$ cat src/rtl/multicycle_ctrl_if.sv
// rtl/multicycle_ctrl_if.sv - instruction/handshake and control-strobe bundle for multicycle_ctrl
interface multicycle_ctrl_if;
    logic [31:0] inst;
    logic        ALUZero;
    logic        mem_ready;
    logic        IRWrite;
    logic        PCWrite;
    logic [1:0]  PCsrc;
    logic [1:0]  InstType;
    logic        RegWrite;
    logic        ALUsrc;
    logic [2:0]  ALUop;
    logic        MemRead;
    logic        MemWrite;
    logic [1:0]  MemtoReg;
    logic [2:0]  state;
    logic        illegal;
    logic [31:0] instret;

    modport master (
        input  inst, ALUZero, mem_ready,
        output IRWrite, PCWrite, PCsrc, InstType, RegWrite, ALUsrc, ALUop,
               MemRead, MemWrite, MemtoReg, state, illegal, instret
    );

    modport slave (
        output inst, ALUZero, mem_ready,
        input  IRWrite, PCWrite, PCsrc, InstType, RegWrite, ALUsrc, ALUop,
               MemRead, MemWrite, MemtoReg, state, illegal, instret
    );
endinterface

$ cat src/rtl/multicycle_ctrl.sv
// rtl/multicycle_ctrl.sv - multicycle RV64-subset control FSM with illegal trap and retire counter
module multicycle_ctrl #(
    // opcodes packed LSB-first: ld, sd, R, addi, branch, jal, jalr
    parameter logic [48:0] FIELD_OPCODES = {7'b1100111, 7'b1101111, 7'b1100011,
                                            7'b0010011, 7'b0110011, 7'b0100011,
                                            7'b0000011}
) (
    input  logic clk,
    input  logic nrst,
    multicycle_ctrl_if.master bus
);
    localparam logic [6:0] OP_LD   = FIELD_OPCODES[6:0];
    localparam logic [6:0] OP_SD   = FIELD_OPCODES[13:7];
    localparam logic [6:0] OP_R    = FIELD_OPCODES[20:14];
    localparam logic [6:0] OP_ADDI = FIELD_OPCODES[27:21];
    localparam logic [6:0] OP_BR   = FIELD_OPCODES[34:28];
    localparam logic [6:0] OP_JAL  = FIELD_OPCODES[41:35];
    localparam logic [6:0] OP_JALR = FIELD_OPCODES[48:42];

    typedef enum logic [2:0] {
        FETCH   = 3'd0,
        DECODE  = 3'd1,
        EXEC    = 3'd2,
        MEM     = 3'd3,
        WB      = 3'd4,
        ILLEGAL = 3'd7
    } state_t;

    state_t      state_q, state_d;
    logic        illegal_q;
    logic [31:0] instret_q;

    logic [6:0] opcode;
    logic [2:0] funct3;
    logic [6:0] funct7;
    logic       is_ld, is_sd, is_r, is_addi, is_br, is_jal, is_jalr;
    logic       r_legal, legal, taken;
    logic [2:0] r_aop;
    logic       alu_src;
    logic [2:0] alu_op;
    logic [1:0] inst_type;
    logic       unused_inst;

    logic       ir_write, pc_write, reg_write, mem_read, mem_write;
    logic [1:0] pc_src, mem_to_reg;
    logic       o_alu_src;
    logic [2:0] o_alu_op;
    logic [1:0] o_inst_type;

    assign opcode      = bus.inst[6:0];
    assign funct3      = bus.inst[14:12];
    assign funct7      = bus.inst[31:25];
    assign unused_inst = ^{bus.inst[24:15], bus.inst[11:7]};

    assign is_ld   = (opcode == OP_LD);
    assign is_sd   = (opcode == OP_SD);
    assign is_r    = (opcode == OP_R);
    assign is_addi = (opcode == OP_ADDI);
    assign is_br   = (opcode == OP_BR);
    assign is_jal  = (opcode == OP_JAL);
    assign is_jalr = (opcode == OP_JALR);

    // funct3[0] separates bne from beq
    assign taken = funct3[0] ? ~bus.ALUZero : bus.ALUZero;

    always_comb begin
        r_legal = 1'b0;
        r_aop   = 3'b000;
        if (funct7 == 7'b0000000) begin
            case (funct3)
                3'b000:  begin r_legal = 1'b1; r_aop = 3'b000; end
                3'b111:  begin r_legal = 1'b1; r_aop = 3'b010; end
                3'b110:  begin r_legal = 1'b1; r_aop = 3'b011; end
                3'b100:  begin r_legal = 1'b1; r_aop = 3'b100; end
                3'b010:  begin r_legal = 1'b1; r_aop = 3'b101; end
                default: begin r_legal = 1'b0; r_aop = 3'b000; end
            endcase
        end else if (funct7 == 7'b0100000 && funct3 == 3'b000) begin
            r_legal = 1'b1;
            r_aop   = 3'b001;
        end
    end

    assign legal = ((is_ld || is_sd) && funct3 == 3'b011)
                || ((is_addi || is_jalr) && funct3 == 3'b000)
                || (is_br && (funct3 == 3'b000 || funct3 == 3'b001))
                || is_jal
                || (is_r && r_legal);

    // ALU/immediate selects derived once and reused in EXEC, MEM and WB so they stay stable
    always_comb begin
        alu_src   = 1'b0;
        alu_op    = 3'b000;
        inst_type = 2'b00;
        if (is_ld) begin
            alu_src = 1'b1;
        end else if (is_sd) begin
            alu_src   = 1'b1;
            inst_type = 2'b01;
        end else if (is_r) begin
            alu_op = r_aop;
        end else if (is_addi || is_jalr) begin
            alu_src = 1'b1;
        end else if (is_jal) begin
            inst_type = 2'b11;
        end else if (is_br) begin
            alu_op    = 3'b001;
            inst_type = 2'b10;
        end
    end

    always_comb begin
        state_d     = state_q;
        ir_write    = 1'b0;
        pc_write    = 1'b0;
        pc_src      = 2'b00;
        reg_write   = 1'b0;
        mem_read    = 1'b0;
        mem_write   = 1'b0;
        mem_to_reg  = 2'b00;
        o_alu_src   = 1'b0;
        o_alu_op    = 3'b000;
        o_inst_type = 2'b00;
        case (state_q)
            FETCH: begin
                mem_read = 1'b1;
                if (bus.mem_ready) begin
                    ir_write = 1'b1;
                    state_d  = DECODE;
                end
            end
            DECODE: state_d = legal ? EXEC : ILLEGAL;
            EXEC: begin
                o_alu_src   = alu_src;
                o_alu_op    = alu_op;
                o_inst_type = inst_type;
                if (is_ld || is_sd) begin
                    state_d = MEM;
                end else if (is_br) begin
                    pc_write = 1'b1;
                    pc_src   = {1'b0, taken};
                    state_d  = FETCH;
                end else begin
                    state_d = WB;
                end
            end
            MEM: begin
                o_alu_src   = alu_src;
                o_alu_op    = alu_op;
                o_inst_type = inst_type;
                if (is_ld) begin
                    mem_read = 1'b1;
                    if (bus.mem_ready) state_d = WB;
                end else begin
                    mem_write = 1'b1;
                    if (bus.mem_ready) begin
                        pc_write = 1'b1;
                        state_d  = FETCH;
                    end
                end
            end
            WB: begin
                o_alu_src   = alu_src;
                o_alu_op    = alu_op;
                o_inst_type = inst_type;
                reg_write   = 1'b1;
                pc_write    = 1'b1;
                state_d     = FETCH;
                if (is_ld) begin
                    mem_to_reg = 2'b00;
                end else if (is_jal) begin
                    mem_to_reg = 2'b10;
                    pc_src     = 2'b01;
                end else if (is_jalr) begin
                    mem_to_reg = 2'b10;
                    pc_src     = 2'b10;
                end else begin
                    mem_to_reg = 2'b01;
                end
            end
            ILLEGAL: state_d = ILLEGAL;
            default: state_d = FETCH;
        endcase
        // reset gates every strobe so a half-finished instruction can never commit
        if (!nrst) begin
            ir_write    = 1'b0;
            pc_write    = 1'b0;
            pc_src      = 2'b00;
            reg_write   = 1'b0;
            mem_read    = 1'b0;
            mem_write   = 1'b0;
            mem_to_reg  = 2'b00;
            o_alu_src   = 1'b0;
            o_alu_op    = 3'b000;
            o_inst_type = 2'b00;
        end
    end

    always_ff @(posedge clk) begin
        if (!nrst) begin
            state_q   <= FETCH;
            illegal_q <= 1'b0;
            instret_q <= 32'd0;
        end else begin
            state_q <= state_d;
            if (state_d == ILLEGAL) illegal_q <= 1'b1;
            if (pc_write) instret_q <= instret_q + 32'd1;
        end
    end

    assign bus.IRWrite  = ir_write;
    assign bus.PCWrite  = pc_write;
    assign bus.PCsrc    = pc_src;
    assign bus.InstType = o_inst_type;
    assign bus.RegWrite = reg_write;
    assign bus.ALUsrc   = o_alu_src;
    assign bus.ALUop    = o_alu_op;
    assign bus.MemRead  = mem_read;
    assign bus.MemWrite = mem_write;
    assign bus.MemtoReg = mem_to_reg;
    assign bus.state    = state_q;
    assign bus.illegal  = illegal_q;
    assign bus.instret  = instret_q;
endmodule

$ cat src/flat_wrapper.sv
// flat-port wrapper written by rule: the top's interface ports become plain ports
module multicycle_ctrl_flat 
#(
                                                                   
    parameter logic [48:0] FIELD_OPCODES = {7'b1100111, 7'b1101111, 7'b1100011,
                                            7'b0010011, 7'b0110011, 7'b0100011,
                                            7'b0000011}
)
  (clk, nrst, bus_inst, bus_ALUZero, bus_mem_ready, bus_IRWrite, bus_PCWrite, bus_PCsrc, bus_InstType, bus_RegWrite, bus_ALUsrc, bus_ALUop, bus_MemRead, bus_MemWrite, bus_MemtoReg, bus_state, bus_illegal, bus_instret);
  multicycle_ctrl_if bus_i ();
  input  logic clk;
  input  logic nrst;
  input wire logic [$bits(bus_i.inst)-1:0] bus_inst;
  input wire logic [$bits(bus_i.ALUZero)-1:0] bus_ALUZero;
  input wire logic [$bits(bus_i.mem_ready)-1:0] bus_mem_ready;
  output wire logic [$bits(bus_i.IRWrite)-1:0] bus_IRWrite;
  output wire logic [$bits(bus_i.PCWrite)-1:0] bus_PCWrite;
  output wire logic [$bits(bus_i.PCsrc)-1:0] bus_PCsrc;
  output wire logic [$bits(bus_i.InstType)-1:0] bus_InstType;
  output wire logic [$bits(bus_i.RegWrite)-1:0] bus_RegWrite;
  output wire logic [$bits(bus_i.ALUsrc)-1:0] bus_ALUsrc;
  output wire logic [$bits(bus_i.ALUop)-1:0] bus_ALUop;
  output wire logic [$bits(bus_i.MemRead)-1:0] bus_MemRead;
  output wire logic [$bits(bus_i.MemWrite)-1:0] bus_MemWrite;
  output wire logic [$bits(bus_i.MemtoReg)-1:0] bus_MemtoReg;
  output wire logic [$bits(bus_i.state)-1:0] bus_state;
  output wire logic [$bits(bus_i.illegal)-1:0] bus_illegal;
  output wire logic [$bits(bus_i.instret)-1:0] bus_instret;
  assign bus_i.inst = bus_inst;
  assign bus_i.ALUZero = bus_ALUZero;
  assign bus_i.mem_ready = bus_mem_ready;
  assign bus_IRWrite = bus_i.IRWrite;
  assign bus_PCWrite = bus_i.PCWrite;
  assign bus_PCsrc = bus_i.PCsrc;
  assign bus_InstType = bus_i.InstType;
  assign bus_RegWrite = bus_i.RegWrite;
  assign bus_ALUsrc = bus_i.ALUsrc;
  assign bus_ALUop = bus_i.ALUop;
  assign bus_MemRead = bus_i.MemRead;
  assign bus_MemWrite = bus_i.MemWrite;
  assign bus_MemtoReg = bus_i.MemtoReg;
  assign bus_state = bus_i.state;
  assign bus_illegal = bus_i.illegal;
  assign bus_instret = bus_i.instret;
  multicycle_ctrl #(.FIELD_OPCODES(FIELD_OPCODES)) u_core (.clk(clk), .nrst(nrst), .bus(bus_i));
endmodule
$ cat config.mk
export PLATFORM = sky130hd
export DESIGN_NAME = multicycle_ctrl_flat
export DESIGN_NICKNAME = d
export VERILOG_FILES = /design/src/rtl/multicycle_ctrl_if.sv /design/src/rtl/multicycle_ctrl.sv /design/src/flat_wrapper.sv
export SDC_FILE = /design/constraint.sdc
export NUM_CORES = 1
export LEC_CHECK = 0
export CAP_MARGIN = 15
export CORE_MARGIN = 2
export CORE_UTILIZATION = 46
export CTS_BUF_LIST = sky130_fd_sc_hd__clkbuf_2 sky130_fd_sc_hd__clkbuf_4 sky130_fd_sc_hd__clkbuf_8
export DETAILED_ROUTE_END_ITERATION = 10
export PLACE_DENSITY = 0.83
export SLEW_MARGIN = 10
export SYNTH_ARGS = -nofsm -noshare
export SYNTH_HDL_FRONTEND = slang
export SYNTH_SLANG_ARGS = --single-unit
$ cat constraint.sdc
create_clock -name clk -period 2.49 [get_ports clk]
set_input_delay 0.249 -clock clk [delete_from_list [all_inputs] [get_ports clk]]
set_output_delay 0.249 -clock clk [all_outputs]
set_load 0.1 [all_outputs]
Yosys cells after proc, flatten, opt, wreduce, memory -nomap -nowiden
Cells that the tools add are included.
- output and inout bits: 51
- register bits after elaboration: 36
- input bits: 36
- logic and storage cells: 107
- bitwise operators: 1
- multiplexer cells: 65
- reduce and logical (&&, ||, !) cells: 17
- add/sub/neg operators: 1
- eq/ne operators: 20
- operator list (cell ; count):
    $mux 3 ; 15
    $mux 2 ; 18
    $add 32x1->32 const B ; 1
    $mux 1 ; 27
    $eq 7x6->1 const B ; 3
    $eq 7x7->1 const B ; 3
    $eq 3x3->1 const B ; 6
    $pmux 3 s5 ; 1
    $eq 3x2->1 const B ; 4
    $pmux 3 s4 ; 1
    $eq 7x2->1 const B ; 1
    $eq 7x5->1 const B ; 1
    $logic_not 7->1 ; 1
    $logic_or 1x1->1 ; 7
    $eq 3x1->1 const B ; 2
    $logic_not 3->1 ; 2
    $logic_and 1x1->1 ; 5
    $reduce_or 5->1 ; 1
    $pmux 2 s2 ; 1
    $pmux 1 s3 ; 1
    $reduce_or 3->1 ; 1
    $pmux 1 s2 ; 1
    $not 1->1 ; 1

Longest topological paths before layout
- depth after elaboration: 10
- depth in mapped cells: 9
- gate-level depth less buffers: 6

Least setup slack after synthesis
Ideal clock, no wire load.
- kind: register -> output
- start: reg u_core.state_q[2], in the netlist u_core.bus.state[2]
- end: out bus_MemtoReg[1]
- stages on the path, launching flop included: 4
- path slack: -2122 ps
- buffers on the path: 1
- data arrival time: 4363 ps
- data required time: 2241 ps
- cells stage by stage: dfxtp_1 -> clkbuf_1 -> nand3_1 -> nor4_1
- longest elaborated chain between the ends: 3
- RTL lines (what ; line ; source):
    start, declared ; multicycle_ctrl.sv:29 ; state_t state_q, state_d;
    start signal, assigned ; multicycle_ctrl.sv:205 ; state_q <= state_d;
    $eq 3x3->1 ; multicycle_ctrl.sv:124 ; case (state_q)
    $mux 2 ; multicycle_ctrl.sv:124 ;
    $mux 2 ; multicycle_ctrl.sv:185 ; if (!nrst) begin
    end, declared ; flat_wrapper.sv:25 ; output wire logic [$bits(bus_i.MemtoReg)-1:0] bus_MemtoReg;
Every way passes these cells.

Worst setup path after layout
- start: in bus_inst[6]
- end: out bus_ALUop[2]
- longest elaborated chain between the ends: 8
- elaborated cells on any way between the ends: 12
- classes of those cells: eq/ne: 5; mux: 6; reduce/logical: 1
- RTL lines (what ; line ; source):
    start, declared ; flat_wrapper.sv:13 ; input wire logic [$bits(bus_i.inst)-1:0] bus_inst;
    $eq 7x5->1 / $eq 7x7->1 (equally long branches) ; multicycle_ctrl.sv:58, multicycle_ctrl.sv:61 ;
    $logic_or 1x1->1 ; multicycle_ctrl.sv:102 ; end else if (is_addi || is_jalr) begin
    $mux 3 ; multicycle_ctrl.sv:102 ;
    $mux 3 ; multicycle_ctrl.sv:100 ; end else if (is_r) begin
    $mux 3 ; multicycle_ctrl.sv:97 ; end else if (is_sd) begin
    $mux 3 * ; multicycle_ctrl.sv:95 ; if (is_ld) begin
    $mux 3 * ; multicycle_ctrl.sv:124 ;
    $mux 3 * ; multicycle_ctrl.sv:185 ;
    end, declared ; flat_wrapper.sv:22 ; output wire logic [$bits(bus_i.ALUop)-1:0] bus_ALUop;
Every way passes the cells marked *; elsewhere a longest branch is shown, timed or not.

==> results.toml <==
[outcome]
outcome = "complete, no violations"

[global_route]
grt_start_max_net_pins = 38
grt_use_total_pct = 24.7
grt_pass1_wl_um = 11000
antenna_found_initial = 0
grt_overflow = 0
grt_pass1_vias = 2496

[die]
initial_core_util_pct = 48.2
coreArea_mm2 = 0.00479
die-width_um = 74.8
design.portCount = 87
rows = 25
dieArea_mm2 = 0.00560
dieHeight_um = 74.8

[final_layout]
final_cells = 454
multiInputGateArea_mm2 = 0.00158
area_growth_pct = 55.1
drive_gt1_share_pct = 32.6
fill_cells = 366
diodes = 0
seqCellArea_um2 = 744
fin_area_mm2 = 0.00358
nets = 423

[cts]
clk_latency_ns = 0.29
clock-sinks = 36
path_clk_slew_ns = 0.07
cts_inserted_buffers = 5
cts_root_buf = "clkbuf_8"
cts-htree-levels = 2
clockBufferDepth = 2
cts_hold_buf = 0
cts_tree = "yes"

[worst_setup_path]
critPathMaxStageDelay_ns = 0.55
slowest_stage = "clkdlybuf4s50_1"
crit_path_end_kind = "output pin"
arrival_ns = 2.16
crit_required_ns = 2.24
cp-start-kind = "primary input"
cp_max_fo = 4
path_cells = "clkdlybuf4s50_1, buf_4, or3_1, nor2_1, or2_4, or3_4, nor3_4, buf_12"
crit_type = "in2out"

[logic_synthesis]
avgSynthCellArea_um2 = 7.69
synth_edf_count = 0
syn_nets = 337
ys_types = 48
synthArstFlopShare_pct = 0
synth_warnings = 0
ys_ff_latch = 36
netlist_area_mm2 = 0.00231
yosys-top-cells-count = "dfxtp_1, nand2_1, a21oi_1"
synth_ff_type = "dfxtp_1"
yosysTopAreaCellShare_pct = 31.3
yosysTopAreaCell = "dfxtp_1"
ys_top_cells_by_area = "dfxtp_1, a21oi_1, nand2_1"
yosysSeqAreaShare_pct = 31.3
synth_cells = 300
synth.most_common_cell = "dfxtp_1"

[sta]
timing.fmax_mhz = 415
finalClockSkew_ns = 0.00464
finalSetupViolCount = 0
tightest_slew_ns = 0.511
maxSlewViolCount = 0
period_share_pct = 96.7
rsz0062_at_grt = "false"
period_minus_slack_ns = 2.41
hold_viol = 0
tns_ns = 0
slew_headroom_pct = 65.8

[pwr]
pwr-share-seq_pct = 35.8
vdd_drop_max_uv = 500
power_mw = 1.80
netSwitchingFraction_pct = 38.2
cellPowerDensity_mw_per_mm2 = 505
p_int_mw = 1.11
p_leak_nw = 1.33
power_switching_uw = 690
pwr-share-clk_pct = 28.3
p_comb_share_pct = 35.9

[job]
drv_cap = 0

[route]
drt_iter0_drc = 212
wl_um = 6690
antenna_left = 0
vias = 2729
vias_per_cell = 6.01
drcViolationCount = 0
drt-pass1-iter-count = 5
routedWlPerCell_um = 14.7

[hold_path]
min_path_type = "reg2reg"

[place]
portBuffers = 71
place_congestion = 0.934
place_hpwl_um = 5010
placed_cells = 445
place_area_mm2 = 0.00341
## layer usage
layer / global-route usage (%) / part of all wire [%] / vias up / wire length [um]
met4: 9.72 / 2.1 / 0 / 140
met5: 0 / 0 / - / 0
met1: 30.3 / 41 / 1277 / 2730
li1: - / - / 1336 / -
met2: 42.1 / 50 / 102 / 3380
met3: 5.62 / 6.6 / 14 / 441
## cells in the final DEF, fill, tap and decap left out, types with 10 or more instances in the layout
cell type,instances
dfxtp_1,23
buf_12,16
clkdlybuf4s50_1,16
o31ai_1,15
nand3_1,13
buf_4,62
or4_1,16
nand2_1,34
dfxtp_2,10
a21oi_1,28
nand4_1,17
## sequential cells by signal, indices dropped and copies added, names as in the netlist
| name | cells |
|---|---|
| u_core.bus.state | 3 |
| u_core.bus.illegal | 1 |
| u_core.bus.instret | 32 |
## path summary, 6_finish.rpt
kind	startpoint	endpoint	slack, ns	cells past startpoint
hold / removal	u_core.bus.illegal	u_core.bus.illegal	0.45	2
hold reg to reg	u_core.bus.illegal	u_core.bus.illegal	0.45	2
setup reg to reg	u_core.bus.state[0]	u_core.bus.instret[15]	0.21	7
setup / recovery	bus_inst[6]	bus_ALUop[2]	0.08	8
## cell type report
class                           count  area share, %
Tap cell                           67           2.34
Clock inverter                      3           1.19
Sequential cell                    36           20.8
Inverter                            8          0.945
Multi-Input combinational cell    235           44.3
Clock buffer                        5           1.92
Timing Repair Buffer              100           28.5
## kinds of logic (layout without fill, tap and decap cells)
kind of cell,Yosys count,after routing,synth area share (%)
compound gates,74,74,20.2
mux,7,7,3.09
xor+xnor,2,2,0.760
flops,36,36,31.3
fa+ha+maj,1,1,0.543
buf+inv,29,116,5.64
simple gates,151,151,38.5
## power groups by stage
stage               Sequential (mW)  Clock, mW  Combinational (mW)
floorplan                     0.779          0               0.315
global placement              0.658          0               0.629
detailed placement            0.659          0               0.636
CTS                           0.646      0.518               0.640
global route                  0.651      0.543               0.679
finish                        0.646      0.511               0.647
## critical path, delay by kind of cell
family,cells,cell delay (ns)
buffers and inverters,3,0.91
and+or+nand+nor,5,0.98
## repair_timing
item | 4_1_cts | 5_1_grt
gates cloned | 0 | 0
pin swaps | 0 | 4
setup endpoints to repair | 2 | 2
buffers inserted | 0 | 1
resized for setup | 3 | 9
## per-stage QoR
stage / hold WS [ns] / util [%] / setup WS, ns
floorplan: 0.448 / - / -0.303
global placement: 0.439 / 71.3 / -0.122
detailed placement: 0.441 / 71.3 / -0.177
CTS: 0.458 / 73.8 / 0.00273
global route: 0.494 / 74.7 / 0.0254
finish: 0.455 / 74.7 / 0.0815
Power figures use the tool's default switching activity.
